[config.mk]
export PLATFORM = sky130hd
export DESIGN_NAME = dog_sprite_render_flat
export DESIGN_NICKNAME = d
export VERILOG_FILES = /design/src/rtl/dog_sprite_render_if.sv /design/src/rtl/dog_sprite_render.sv /design/src/flat_wrapper.sv
export SDC_FILE = /design/constraint.sdc
export NUM_CORES = 1
export LEC_CHECK = 0
export BUFFER_PORTS_ARGS = -buffer_cell sky130_fd_sc_hd__clkbuf_2
export CAP_MARGIN = 25
export CORE_MARGIN = 10
export CORE_UTILIZATION = 50
export CTS_CLUSTER_DIAMETER = 100
export CTS_CLUSTER_SIZE = 10
export DETAILED_ROUTE_END_ITERATION = 8
export PLACE_DENSITY = 0.78
export SETUP_SLACK_MARGIN = 0.2
export SLEW_MARGIN = 10
export SYNTH_ARGS = -nofsm -noshare
export SYNTH_HDL_FRONTEND = slang
export SYNTH_SLANG_ARGS = --single-unit
[constraint.sdc]
create_clock -name pixel_clk -period 6.59 [get_ports pixel_clk]
set_clock_uncertainty 0.1 [all_clocks]
set_input_delay 0.659 -clock pixel_clk [delete_from_list [all_inputs] [get_ports pixel_clk]]
set_output_delay 0.659 -clock pixel_clk [all_outputs]
set_load 0.01 [all_outputs]
[src/rtl/dog_sprite_render_if.sv]
// Pixel-stream bundle between VGA timing/ROM side and the dog sprite renderer.
// The slave modport is the renderer's view; master is the driving environment.
interface dog_sprite_render_if;
    logic [9:0]  h_cnt;
    logic [9:0]  v_cnt;
    logic        de;
    logic [11:0] bg_rgb;
    logic        ActionS;
    logic [9:0]  DogPos_x1;
    logic [9:0]  DogPos_x2;
    logic [8:0]  DogPos_y;
    logic [12:0] rom_addr;
    logic [11:0] rom_data;
    logic [11:0] rgb;
    logic        rgb_de;

    modport master (
        output h_cnt, v_cnt, de, bg_rgb, ActionS,
        output DogPos_x1, DogPos_x2, DogPos_y, rom_data,
        input  rom_addr, rgb, rgb_de
    );

    modport slave (
        input  h_cnt, v_cnt, de, bg_rgb, ActionS,
        input  DogPos_x1, DogPos_x2, DogPos_y, rom_data,
        output rom_addr, rgb, rgb_de
    );
endinterface

[src/rtl/dog_sprite_render.sv]
// Two-stage sprite compositor: stage 1 issues the sprite ROM address, stage 2
// keys the ROM pixel over the background. Position/frame are latched once per frame.
module dog_sprite_render #(
    parameter int          SPR_W = 64,
    parameter int          SPR_H = 64,
    parameter logic [11:0] KEY   = 12'hF0F
) (
    input  logic               pixel_clk,
    input  logic               reset,
    dog_sprite_render_if.slave bus
);

    localparam logic [9:0] SPR_W_L = 10'(SPR_W);
    localparam logic [9:0] SPR_H_L = 10'(SPR_H);
    localparam logic [9:0] LOAD_V  = 10'd480;

    logic [9:0]  sx1_r;
    logic [9:0]  sx2_r;
    logic [8:0]  sy_r;
    logic        sact_r;

    logic        load_s;
    logic [9:0]  sy_ext_s;
    logic [9:0]  col_s;
    logic [9:0]  row_s;
    logic        hit_s;
    logic [12:0] addr_s;

    logic [12:0] rom_addr_r;
    logic        hit_d1_r;
    logic        de_d1_r;
    logic [11:0] bg_d1_r;

    logic [11:0] pix_s;
    logic [11:0] rgb_r;
    logic        rgb_de_r;

    // Stage 1 geometry: sx2<=sx1 can never satisfy h>=sx1 && h<sx2, so it disables the sprite
    always_comb begin
        load_s   = (bus.h_cnt == 10'd0) && (bus.v_cnt == LOAD_V);
        sy_ext_s = {1'b0, sy_r};
        col_s    = bus.h_cnt - sx1_r;
        row_s    = bus.v_cnt - sy_ext_s;
        hit_s    = bus.de
                && (bus.h_cnt >= sx1_r) && (bus.h_cnt < sx2_r) && (col_s < SPR_W_L)
                && (bus.v_cnt >= sy_ext_s) && (row_s < SPR_H_L);
        if (hit_s) begin
            addr_s = {sact_r, row_s[5:0], col_s[5:0]};
        end else begin
            addr_s = 13'd0;
        end
    end

    // Shadow position/frame, refreshed only at the start of vertical blanking
    always_ff @(posedge pixel_clk or posedge reset) begin
        if (reset) begin
            sx1_r  <= 10'd256;
            sx2_r  <= 10'd320;
            sy_r   <= 9'd300;
            sact_r <= 1'b0;
        end else if (load_s) begin
            sx1_r  <= bus.DogPos_x1;
            sx2_r  <= bus.DogPos_x2;
            sy_r   <= bus.DogPos_y;
            sact_r <= bus.ActionS;
        end
    end

    // Stage 1 registers: ROM address plus the pixel attributes travelling with it
    always_ff @(posedge pixel_clk or posedge reset) begin
        if (reset) begin
            rom_addr_r <= 13'd0;
            hit_d1_r   <= 1'b0;
            de_d1_r    <= 1'b0;
            bg_d1_r    <= 12'd0;
        end else begin
            rom_addr_r <= addr_s;
            hit_d1_r   <= hit_s;
            de_d1_r    <= bus.de;
            bg_d1_r    <= bus.bg_rgb;
        end
    end

    // Stage 2 colour select: KEY-coloured sprite texels fall through to background
    always_comb begin
        if (!de_d1_r) begin
            pix_s = 12'd0;
        end else if (hit_d1_r && (bus.rom_data != KEY)) begin
            pix_s = bus.rom_data;
        end else begin
            pix_s = bg_d1_r;
        end
    end

    // Stage 2 registers driving the video output
    always_ff @(posedge pixel_clk or posedge reset) begin
        if (reset) begin
            rgb_r    <= 12'd0;
            rgb_de_r <= 1'b0;
        end else begin
            rgb_r    <= pix_s;
            rgb_de_r <= de_d1_r;
        end
    end

    assign bus.rom_addr = rom_addr_r;
    assign bus.rgb      = rgb_r;
    assign bus.rgb_de   = rgb_de_r;

endmodule
[src/flat_wrapper.sv]
// flat-port wrapper written by rule: the top's interface ports become plain ports
module dog_sprite_render_flat 
#(
    parameter int          SPR_W = 64,
    parameter int          SPR_H = 64,
    parameter logic [11:0] KEY   = 12'hF0F
)
  (pixel_clk, reset, bus_h_cnt, bus_v_cnt, bus_de, bus_bg_rgb, bus_ActionS, bus_DogPos_x1, bus_DogPos_x2, bus_DogPos_y, bus_rom_data, bus_rom_addr, bus_rgb, bus_rgb_de);
  dog_sprite_render_if bus_i ();
  input  logic pixel_clk;
  input  logic reset;
  input wire logic [$bits(bus_i.h_cnt)-1:0] bus_h_cnt;
  input wire logic [$bits(bus_i.v_cnt)-1:0] bus_v_cnt;
  input wire logic [$bits(bus_i.de)-1:0] bus_de;
  input wire logic [$bits(bus_i.bg_rgb)-1:0] bus_bg_rgb;
  input wire logic [$bits(bus_i.ActionS)-1:0] bus_ActionS;
  input wire logic [$bits(bus_i.DogPos_x1)-1:0] bus_DogPos_x1;
  input wire logic [$bits(bus_i.DogPos_x2)-1:0] bus_DogPos_x2;
  input wire logic [$bits(bus_i.DogPos_y)-1:0] bus_DogPos_y;
  input wire logic [$bits(bus_i.rom_data)-1:0] bus_rom_data;
  output wire logic [$bits(bus_i.rom_addr)-1:0] bus_rom_addr;
  output wire logic [$bits(bus_i.rgb)-1:0] bus_rgb;
  output wire logic [$bits(bus_i.rgb_de)-1:0] bus_rgb_de;
  assign bus_i.h_cnt = bus_h_cnt;
  assign bus_i.v_cnt = bus_v_cnt;
  assign bus_i.de = bus_de;
  assign bus_i.bg_rgb = bus_bg_rgb;
  assign bus_i.ActionS = bus_ActionS;
  assign bus_i.DogPos_x1 = bus_DogPos_x1;
  assign bus_i.DogPos_x2 = bus_DogPos_x2;
  assign bus_i.DogPos_y = bus_DogPos_y;
  assign bus_i.rom_data = bus_rom_data;
  assign bus_rom_addr = bus_i.rom_addr;
  assign bus_rgb = bus_i.rgb;
  assign bus_rgb_de = bus_i.rgb_de;
  dog_sprite_render #(.SPR_W(SPR_W), .SPR_H(SPR_H), .KEY(KEY)) u_core (.pixel_clk(pixel_clk), .reset(reset), .bus(bus_i));
endmodule
==> results of run 1 <==
-- cell usage in the layout (no fill, tap or decap), types with 6 or more instances in the layout --
master / n
a21oi_1: 16
clkbuf_2: 102
clkbuf_8: 9
dfrtp_1: 63
dfstp_2: 7
ha_1: 28
inv_1: 36
mux2i_1: 11
nand2_1: 39
nand3_1: 6
nor2_1: 6
nor2b_1: 13
nor4_2: 8
nor4b_1: 7
o21a_1: 6
o21ai_0: 34
-- power breakdown --
part / total [uW] / switching (uW) / internal [uW]
sequential: 440 / 2.99 / 437
clock: 307 / 169 / 138
combinational: 92.6 / 51.2 / 41.4
-- registers in the layout, summed over array words and instances (netlist names) --
signal / flops
u_core.bus.rom_addr: 13
u_core.bg_d1_r: 12
u_core.bus.rgb: 12
u_core.sx1_r: 10
u_core.sx2_r: 10
u_core.sy_r: 9
u_core.bus.rgb_de: 1
u_core.de_d1_r: 1
u_core.hit_d1_r: 1
u_core.sact_r: 1
-- area by class of cell --
| type | instances | area, um^2 |
|---|---|---|
| Timing Repair Buffer | 106 | 541 |
| Clock inverter | 6 | 45.0 |
| Multi-Input combinational cell | 251 | 1860 |
| Inverter | 37 | 139 |
| Sequential cell | 70 | 1760 |
| Clock buffer | 10 | 128 |
| Tap cell | 99 | 124 |
| Fill cell | 637 | 2740 |
-- metal layers --
layer  GRT usage [%]  wire [um]  vias to the layer above
li1                -          -                     1524
met1            19.8       3890                     1446
met2            27.4       4490                      114
met3            6.47        881                       12
met4            4.64        123                        0
met5               0          0                        -
-- metrics by stage --
step	area (um^2)	util [%]
after global placement	4410	60.2
after CTS	4590	62.6
final	4590	62.6
after floorplan	3800	-
after detailed placement	4420	60.3
after global routing	4590	62.6
-- cell families after synthesis --
family,after synthesis,synth area share [%]
XOR/XNOR,6,1.38
adder cells (fa/ha/maj),30,10.3
AO/OA/AOI/OAI,89,15.1
multiplexers,15,4.08
flip-flops,70,46.3
buffers and inverters,49,5.23
AND/OR/NAND/NOR,111,17.7
-- critical path: stages --
cell and delay (ns):
clkbuf_2 0.10, inv_1 0.06, ha_1 0.15, inv_1 0.05, fa_1 0.41, a211oi_2 0.28, o21bai_1 0.21, o32ai_1 0.13
nor4_1 0.27, nand3_1 0.56, nor4b_1 0.50
-- worst paths after layout --
kind / startpoint / endpoint / slack, ns / depth (start not counted)
setup / recovery: bus_h_cnt[0] / u_core.bus.rom_addr[7] / 3.34 / 11
hold / removal: bus_bg_rgb[8] / u_core.bg_d1_r[8] / 0.31 / 1
setup reg to reg: u_core.sx2_r[6] / u_core.bus.rom_addr[7] / 3.39 / 8
hold reg to reg: u_core.bg_d1_r[6] / u_core.bus.rgb[6] / 0.41 / 2
max in group asynchronous: reset / u_core.bus.rgb[9] / 5.41 / 3
min in group asynchronous: reset / u_core.bg_d1_r[4] / 0.43 / 3
==> summary.txt, run 1 <==
Routing
  – Antenna-violating nets left: 0
  – Routed WL per cell: 16.2 um
  – Total iterations of the first detailed-routing run: 4
  – Post-Route WL: around 9400 um
  – DR vias: 3096
  – # DRC: 0
  – Post-DR vias/cell: 5.35
  – DRT iter0 DRCs: between 200 and 250

Die
  – Row count: 31
  – DIE AREA: 11500 um^2
  – Num ports: 103
  – Core area: between 7000 and 8000 um^2
  – DIE HEIGHT: 107 um
  – Die Wd: 107 um
  – Starting Density: 51.9%

Global route
  – Total congestion overflow: 0
  – Initial antenna violation count: 0
  – Number of global-route vias before repair: about 3300
  – First-pass GRT wire length: between 15000 and 20000 um
  – Largest net degree at the start of global routing: 71
  – Global-route usage over all layers: between 15 and 20%

Logic synthesis
  – Post-synthesis instance area: 3800 um^2
  – Share of the synthesized area in the top cell type: 41.4%
  – Synth Register Bits: 70
  – Synth top area cells: dfrtp_1 41%, ha_1 9.2%, dfstp_2 4.8%
  – Synth warnings: 0
  – Async SR Flop Fraction: 100%
  – Most frequent cells after synthesis: 63 x dfrtp_1, 39 x nand2_1, 37 x inv_1, 34 x o21ai_0, 28 x ha_1
  – Synth unique cells: between 60 and 70
  – Post-synthesis cell count: 370
  – Synth Flop Type: dfrtp_1
  – Post-synth top area cell: dfrtp_1
  – Top-count cell post-synth: dfrtp_1
  – Number of enable flip-flop cells after synthesis: 0
  – Seq/Total Area, Yosys: 46.3%
  – Synthesized area per cell: between 10 and 15 um^2
  – Mapped Nets: 477

Clock network
  – CTS Sinks: 70
  – CTS Buf Count: 9
  – Clk pin slew, worst setup/hold paths: 0.08 ns
  – Clock Latency Late Sink: 0.35 ns
  – Bufs on Longest Clock Path: 2
  – Hold bufs inserted after CTS: 0
  – CTS Root Buffer Type: clkbuf_8
  – CTS tree: yes
  – Post-CTS Setup Inserts: 0
  – Cts repair resizes: 0
  – H-Tree Depth: 3

Setup path
  – CP Class: input port to flip-flop
  – WP data required: 6.71 ns
  – Crit path DAT: ~3.4 ns
  – Worst Setup End Kind: flip-flop
  – CP Launch Type: input port
  – CP max FO: 14

Power
  – Power Density: 183 nW/um^2
  – Pwr Total: 840 uW
  – Max VDD drop: 97.1 uV
  – Pleak: 0.00238 uW

STA
  – Final setup vio count: 0
  – Slew @ Worst Pin: 0.837 ns
  – Fin crit share: 49.3%
  – RSZ-0062 raised after global routing: no
  – Hold Vio Cnt, Final: 0
  – Hold Slack: between 0.3 and 0.4 ns
  – Max_slew headroom: 44.2%
  – Max-slew violation count: 0
  – Final setup margin: 3.34 ns
  – Final min period: approximately 3.2 ns
  – Setup TNS: 0 ns
  – Max Clock Freq: 0.308 GHz

Layout
  – Final net count: 582
  – Share of post-route cells with drive strength above 1: a little under a third
  – Fin cells: 579
  – Diodes inserted: 0
  – Syn-to-layout area delta: 20.7%

Worst hold path
  – Hold Crit Class: input port to flip-flop

Status
  – Outcome: finished, final reports clean

Flow run
  – Max Cap Viol: 0

Placement
  – Placed Cells: between 500 and 600
  – Routability cong.: 0.948
  – Dpl hpwl: between 7000 and 8000 um
  – Pre-CTS WS: roughly 3.0 ns
  – Port-buffer cells: approximately 100
Note: power is estimated with default switching activity, not from simulation.
==> inputs of run 2 (changes only) <==
--- a/config.mk
+++ b/config.mk
@@ -5,6 +5,7 @@
 export SDC_FILE = /design/constraint.sdc
 export NUM_CORES = 1
 export LEC_CHECK = 0
+export ABC_AREA = 1
 export BUFFER_PORTS_ARGS = -buffer_cell sky130_fd_sc_hd__clkbuf_2
 export CAP_MARGIN = 25
 export CORE_MARGIN = 10
@@ -12,7 +13,7 @@
 export CTS_CLUSTER_DIAMETER = 100
 export CTS_CLUSTER_SIZE = 10
 export DETAILED_ROUTE_END_ITERATION = 8
-export PLACE_DENSITY = 0.78
+export PLACE_DENSITY = 0.77
 export SETUP_SLACK_MARGIN = 0.2
 export SLEW_MARGIN = 10
 export SYNTH_ARGS = -nofsm -noshare
==> constraint.sdc (replaced) <==
create_clock -name pixel_clk -period 3.15 [get_ports pixel_clk]
set_clock_uncertainty 0.1 [all_clocks]
set_input_delay 0.315 -clock pixel_clk [delete_from_list [all_inputs] [get_ports pixel_clk]]
set_output_delay 0.315 -clock pixel_clk [all_outputs]
set_load 0.01 [all_outputs]
==> run 2 against run 1 <==
  * Critical path depth rose by 3
  * Highest routed layer unchanged
  * Cell count rose by 24%
  * Worst hold slack got worse by 0.26 ns
  * Register-to-register slack got worse by 2.6 ns
  * Final area rose by 6.4%
  * Clock power rose to 2.6 times the previous value
  * Largest power group unchanged
  * Core utilization rose by 0.61 points
  * Largest cell class is now registers
  * Area after synthesis rose by 4.2%
==> summary.txt, run 2 <==
Status
  – Outcome: finished, final reports clean

Die
  – Starting Density: 51.3% (-0.59 points)
  – Die Wd: 109 um (+1.7%)
  – DIE AREA: 11900 um^2 (+3.4%)
  – Num ports: 103 (unchanged)
  – Row count: 32 (+3.2%)
  – Core area: 7730 um^2 (+5.4%)
  – DIE HEIGHT: 109 um (+1.7%)

Setup path
  – CP Class: flip-flop to flip-flop
  – Worst Setup End Kind: flip-flop
  – R2R cell count: 14 (+6)
  – CP Depth: 14 (+3)
  – CP max FO: 14 (unchanged)
  – CP bufs+invs: 1 (-2)
  – Crit path DAT: 2.52 ns (-0.85 ns)
  – CP Launch Type: flip-flop
  – Slowest stage delay, CP: 0.43 ns (-0.13 ns)
  – CP top delay family: simple AND/OR/NAND/NOR gates
  – Critical-path cell list: ha_1, inv_1, fa_1, nand2_1, nand3_1, nand3_1, nand2_1, nand2_1, nand2_1, nor2_1, nand3_1, nor2_2, nand2_2, nor2_1
  – WP data required: 3.31 ns (-3.40 ns)
  – Critical-path top delay cell: fa_1
  – Most numerous cell on the critical path: nand2_1

Logic synthesis
  – Top-count cell post-synth: nand2_1
  – Synthesized area per cell: 8.04 um^2 (-22%)
  – Post-synthesis cell count: 493 (+33%)
  – Compound-Gate Fraction of Synth Area: 9.02% (-6.1 points)
  – Share of the synthesized area in the top cell type: 39.8% (-1.7 points)
  – Most frequent cells after synthesis: 116 x nand2_1, 95 x inv_1, 63 x dfrtp_1, 52 x nor2_1, 28 x ha_1
  – Synth Register Bits: 70 (unchanged)
  – Simple-gate share of the synthesized area: 23.4% (+5.8 points)
  – Synth Flop Type: dfrtp_1
  – Mux contribution to synthesized area: 0% (-4.1 points)
  – Largest family of logic cells by synthesized area: simple AND/OR/NAND/NOR gates
  – Seq/Total Area, Yosys: 44.4% (-1.9 points)
  – Post-synthesis instance area: 3970 um^2 (+4.2%)
  – Synth unique cells: 27 (-56%)
  – Synth top area cells: dfrtp_1 40%, nand2_1 11%, inv_1 9.0%
  – Synth warnings: 0 (unchanged)
  – Async SR Flop Fraction: 100% (unchanged)
  – Number of enable flip-flop cells after synthesis: 0 (unchanged)
  – Fraction of the mapped netlist area in adder cells: 9.85% (-0.41 points)
  – Post-synth top area cell: dfrtp_1
  – Mapped Nets: 600 (+26%)
  – Synth Area in XOR/XNOR: 1.99% (+0.61 points)

Global route
  – Total congestion overflow: 0 (unchanged)
  – First-pass GRT wire length: 15700 um (+0.40%)
  – Global-route usage over all layers: 16.3% (-0.39 points)
  – Largest net degree at the start of global routing: 61 (-14%)
  – Initial antenna violation count: 0 (unchanged)
  – Number of global-route vias before repair: 3423 (+4.0%)

STA
  – RSZ-0062 raised after global routing: no
  – Setup TNS: 0 ns (unchanged)
  – Hold Slack: 0.0531 ns (-0.258 ns)
  – Hold Vio Cnt, Final: 0 (unchanged)
  – Max-slew violation count: 0 (unchanged)
  – Final setup vio count: 0 (unchanged)
  – Fin crit share: 74.8%
  – Max Clock Freq: between 0.4 and 0.5 GHz
  – Final min period: roughly 2.4 ns
  – Max_slew headroom: 57.7% (+13 points)
  – Slew @ Worst Pin: 0.634 ns (-0.202 ns)

Clock network
  – H-Tree Depth: 3 (unchanged)
  – CTS Sinks: 70 (unchanged)
  – Bufs on Longest Clock Path: 2 (unchanged)
  – Cts repair resizes: 0 (unchanged)
  – Clk pin slew, worst setup/hold paths: 0.08 ns (about the same)
  – Hold bufs inserted after CTS: 13 (+13)
  – Clock Latency Late Sink: 0.34 ns (about the same)
  – Post-CTS Setup Inserts: 0 (unchanged)
  – CTS tree: yes
  – CTS Root Buffer Type: clkbuf_8
  – CTS Buf Count: 9 (unchanged)

Placement
  – DP Area: 4540 um^2 (+2.6%)
  – Port-buffer cells: 102 (unchanged)
  – Routability cong.: 0.891 (-6.0%)
  – Dpl hpwl: 7680 um (+2.1%)

Routing
  – # DRC: 0 (unchanged)
  – DRT iter0 DRCs: 173 (-18%)
  – Total iterations of the first detailed-routing run: 4 (unchanged)
  – Post-Route WL: 9310 um (-0.87%)
  – Post-DR vias/cell: 4.69 (-12%)
  – Routed WL per cell: 13.0 um (-20%)
  – DR vias: 3364 (+8.7%)
  – Antenna-violating nets left: 0 (unchanged)

Worst hold path
  – Hold Crit Class: input port to flip-flop
  – Hold Crit Depth: 3 (+2)

Layout
  – Max reg flops: 13 (unchanged)
  – Commonest non-fill, non-tap cell in the layout: nand2_1
  – Most frequent cells in the layout: 116 x nand2_1, 102 x clkbuf_2, 94 x inv_1
  – Post-route cell area: 4890 um^2 (+6.4%)
  – FILL cells: 708 (+11%)
  – Final net count: 718 (+23%)
  – Syn-to-layout area delta: 23.3%
  – Fin util: 63.2% (+0.61 points)
  – Diodes inserted: 0 (unchanged)
  – Share of post-route cells with drive strength above 1: 25.6% (-5.4 points)

Power
  – Power Density: 406 nW/um^2 (+120%)
  – Max VDD drop: 245 uV (+150%)
  – Pleak: 0.00264 uW (+11%)

Flow run
  – Max Cap Viol: 0 (unchanged)
-- run 2: cell count changes after synthesis, sizes merged, moves of 6 or more --
cell | before | now
nand2 | 40 | 119
nor2 | 6 | 63
nor4b | 8 | 0
nand3 | 6 | 20
mux2i | 11 | 0
inv | 37 | 95
nor4 | 12 | 5
o21ai | 35 | 43
o21a | 6 | 0
nor2b | 13 | 0
-- run 2: area by class of cell --
type	count	area, um^2	share of cell area (%)
clock buffers	10	128	2.61
well taps	102	128	2.61
flip-flops and latches	70	1760	36.0
repair buffers	118	663	13.6
inverters	95	357	7.30
multi-input cells	317	1760	36.0
clock inverters	6	93.8	1.92
-- run 2: worst paths after layout --
path	startpoint	endpoint	slack (ns)
setup / recovery	u_core.sx1_r[0]	u_core.bus.rom_addr[2]	0.79
hold / removal	bus_DogPos_x2[8]	u_core.sx2_r[8]	0.05
setup reg to reg	u_core.sx1_r[0]	u_core.bus.rom_addr[2]	0.79
hold reg to reg	u_core.sy_r[5]	u_core.sy_r[5]	0.38
max in group asynchronous	reset	u_core.sx1_r[8]	1.91
min in group asynchronous	reset	u_core.bus.rgb[9]	0.30
-- run 2: metrics by stage --
stage | cells | total power, uW | worst slack (ns)
detailed placement | 689 | 1190 | 0.695
global route | 718 | 2090 | 0.568
global placement | 689 | 1180 | 0.788
CTS | 718 | 2010 | 0.786
floorplan | 493 | 1080 | 0.978
finish | 718 | 1980 | 0.793
-- run 2: power breakdown --
part | total, uW | internal, uW | switching (uW)
Combinational | 257 | 111 | 146
Sequential | 922 | 915 | 6.46
Clock | 804 | 453 | 351
-- run 2: tightest hold or removal path, delay by kind of cell --
family / cells / cell delay, ns
AO/OA/AOI/OAI: 1 / 0.06
buffers and inverters: 2 / 0.12
-- run 2: kinds of logic after synthesis --
logic type,count (synthesis)
AO/OA/AOI/OAI,59
XOR/XNOR,9
adder cells (fa/ha/maj),30
buffers and inverters,106
flip-flops,70
AND/OR/NAND/NOR,219
-- run 2: layer usage --
layer / vias to the layer above / routed length [um] / GRT usage (%) / share of wire, %
met1: 1503 / 4260 / 21.1 / 46
met2: 94 / 4270 / 25.8 / 46
met3: 8 / 693 / 4.78 / 7.4
li1: 1759 / - / - / -
met5: - / 0 / 0 / 0
met4: 0 / 88 / 4.80 / 0.95
==> inputs of run 3 (changes only) <==
==> constraint.sdc (replaced) <==
create_clock -name pixel_clk -period 2.4 [get_ports pixel_clk]
set_clock_uncertainty 0.1 [all_clocks]
set_input_delay 0.24 -clock pixel_clk [delete_from_list [all_inputs] [get_ports pixel_clk]]
set_output_delay 0.24 -clock pixel_clk [all_outputs]
set_load 0.01 [all_outputs]
==> run 3 against run 2 <==
  * Register-to-register slack worse by 0.57 ns
  * Sequential power up 31%
  * Final area up 7.5%
  * Critical path type unchanged
  * Critical endpoint is now u_core.bus.rom_addr[1]
==> summary.txt, run 3 (synthesis gave the netlist of run 2 again) <==
Clock network
  – Bufs on Longest Clock Path: 2 (unchanged)
  – CTS Sinks: 70 (unchanged)
  – H-Tree Depth: 3 (unchanged)
  – CTS Root Buffer Type: clkbuf_8
  – CTS tree: yes
  – Clk pin slew, worst setup/hold paths: 0.08 ns (about the same)
  – Clock Latency Late Sink: 0.35 ns (about the same)
  – CTS Buf Count: 9 (unchanged)

Routing
  – DRT iter0 DRCs: 195 (+13%)
  – Total iterations of the first detailed-routing run: 5 (+1)
  – DR vias: 3508 (+4.3%)
  – Antenna-violating nets left: 0 (unchanged)
  – # DRC: 0 (unchanged)
  – Routed WL per cell: 13.6 um (+4.7%)
  – Post-DR vias/cell: 4.71 (+0.50%)
  – Post-Route WL: 10100 um (+8.6%)

Setup path
  – CP max FO: 7 (-7)
  – Crit path DAT: 2.36 ns (-0.16 ns)
  – WP data required: 2.58 ns (-0.73 ns)
  – CP bufs+invs: 1 (unchanged)
  – Critical-path top delay cell: dfstp_2
  – Most numerous cell on the critical path: nor2_1
  – CP top delay family: simple AND/OR/NAND/NOR gates
  – CP Launch Type: flip-flop
  – Critical-path cell list: inv_1, ha_4, or2_1, nand2_2, o21bai_1, nor2_1, nor2_1, nand3_1, nor2_4, nand2_4, nor2_1
  – Slowest stage delay, CP: 0.53 ns (+0.10 ns)
  – Worst Setup End Kind: flip-flop
  – CP Class: flip-flop to flip-flop

Global route
  – Global-route usage over all layers: 17.3% (+0.98 points)
  – First-pass GRT wire length: 16500 um (+5.4%)
  – GRT met3 Usage: 5.60% (+0.83 points)
  – Number of global-route vias before repair: 3576 (+4.5%)
  – Largest net degree at the start of global routing: 61 (unchanged)
  – GRT met1 Usage: 20.7% (-0.40 points)
  – Busiest grt layer: met2
  – Initial antenna violation count: 0 (unchanged)
  – Met2 Use GR: 29.7% (+3.9 points)
  – Total congestion overflow: 0 (unchanged)

STA
  – Final setup vio count: 0 (unchanged)
  – Slew @ Worst Pin: 0.540 ns (-0.0943 ns)
  – Hold Slack: 0.00859 ns (-0.0445 ns)
  – Hold Vio Cnt, Final: 0 (unchanged)
  – Final setup margin: 0.221 ns (-0.572 ns)
  – RSZ-0062 raised after global routing: yes
  – Max Clock Freq: 0.459 GHz (+8.2%)
  – Setup TNS: 0 ns (unchanged)
  – Final min period: 2.18 ns (-0.178 ns)
  – Max-slew violation count: 0 (unchanged)
  – Max_slew headroom: 63.9% (+6.2 points)
  – Fin crit share: 90.8% (+16 points)

Power
  – Pwr Total: 2560 uW (+29%)
  – Power Density: 487 nW/um^2 (+20%)
  – Max VDD drop: 255 uV (+4.1%)
  – Pleak: 0.00278 uW (+5.1%)

Die
  – DIE AREA: 11900 um^2 (unchanged)
  – DIE HEIGHT: 109 um (unchanged)
  – Core area: 7730 um^2 (unchanged)
  – Starting Density: 51.3% (unchanged)
  – Die Wd: 109 um (unchanged)
  – Row count: 32 (unchanged)
  – Num ports: 103 (unchanged)

Layout
  – Share of post-route cells with drive strength above 1: 28.3% (+2.7 points)
  – Diodes inserted: 0 (unchanged)
  – FILL cells: 653 (-7.8%)
  – Most frequent cells in the layout: 112 x nand2_1, 102 x clkbuf_2, 93 x inv_1
  – Commonest non-fill, non-tap cell in the layout: nand2_1
  – Max reg flops: 13 (unchanged)
  – Final net count: 745 (+3.8%)
  – Syn-to-layout area delta: 32.4%

Flow run
  – Max Cap Viol: 0 (unchanged)

Placement
  – Port-buffer cells: 102 (unchanged)
  – Dpl hpwl: 7680 um (about the same)
  – Pre-CTS WS: 0.0786 ns (-0.616 ns)
  – Routability cong.: 0.894 (+0.29%)

Worst hold path
  – Hold Crit Class: input port to flip-flop

Status
  – Outcome: finished, final reports clean
run 3: layout make-up:
| class | count | area (um^2) | area share, % |
|---|---|---|---|
| multi-input combinational | 318 | 1870 | 35.7 |
| sequential | 70 | 1760 | 33.5 |
| timing repair buffer | 144 | 936 | 17.8 |
| inverter | 95 | 357 | 6.79 |
| clock buffer | 10 | 128 | 2.43 |
| tap | 102 | 128 | 2.43 |
| clock inverter | 6 | 70.1 | 1.33 |
run 3: worst paths after layout:
check,slack [ns],endpoint,startpoint,cells past startpoint
setup / recovery,0.22,u_core.bus.rom_addr[1],u_core.sy_r[3],11
hold / removal,0.009,u_core.sy_r[4],bus_DogPos_y[4],3
setup reg to reg,0.22,u_core.bus.rom_addr[1],u_core.sy_r[3],11
hold reg to reg,0.38,u_core.bus.rgb[1],u_core.bg_d1_r[1],2
max in group asynchronous,1.14,u_core.sy_r[8],reset,4
min in group asynchronous,0.36,u_core.bus.rgb[11],reset,3
run 3: metrics by stage:
step	instance area, um^2	util, %	instances
after floorplan	3970	-	493
after detailed placement	4570	59.1	690
after CTS	5220	67.5	744
after global routing	5250	68.0	745
final	5250	68.0	745
after global placement	4570	59.1	690
run 3: what timing repair did:
| item | CTS | global route |
|---|---|---|
| hold endpoints to repair | 57 | 0 |
| gates cloned | 1 | 0 |
| pin swaps | 7 | 9 |
| gates resized for setup | 19 | 5 |
| setup buffers | 3 | 1 |
| hold buffers | 34 | 0 |
| setup endpoints to repair | 14 | 14 |
run 3: routing by layer:
layer  vias up  share of wire (%)
met5         -                  0
li1       1815                  -
met1      1569                 43
met2       111                 48
met3        13                7.8
met4         0               0.94
run 3: report_power, final:
part / switching (uW) / leakage [uW] / internal, uW
clock: 471 / 0.0000895 / 487
sequential: 8.47 / 0.000907 / 1200
combinational: 212 / 0.00178 / 178
run 3: worst min-delay path, delay by kind of cell:
family / cells / cell delay (ns)
AO/OA/AOI/OAI: 1 / 0.05
buffers and inverters: 2 / 0.13
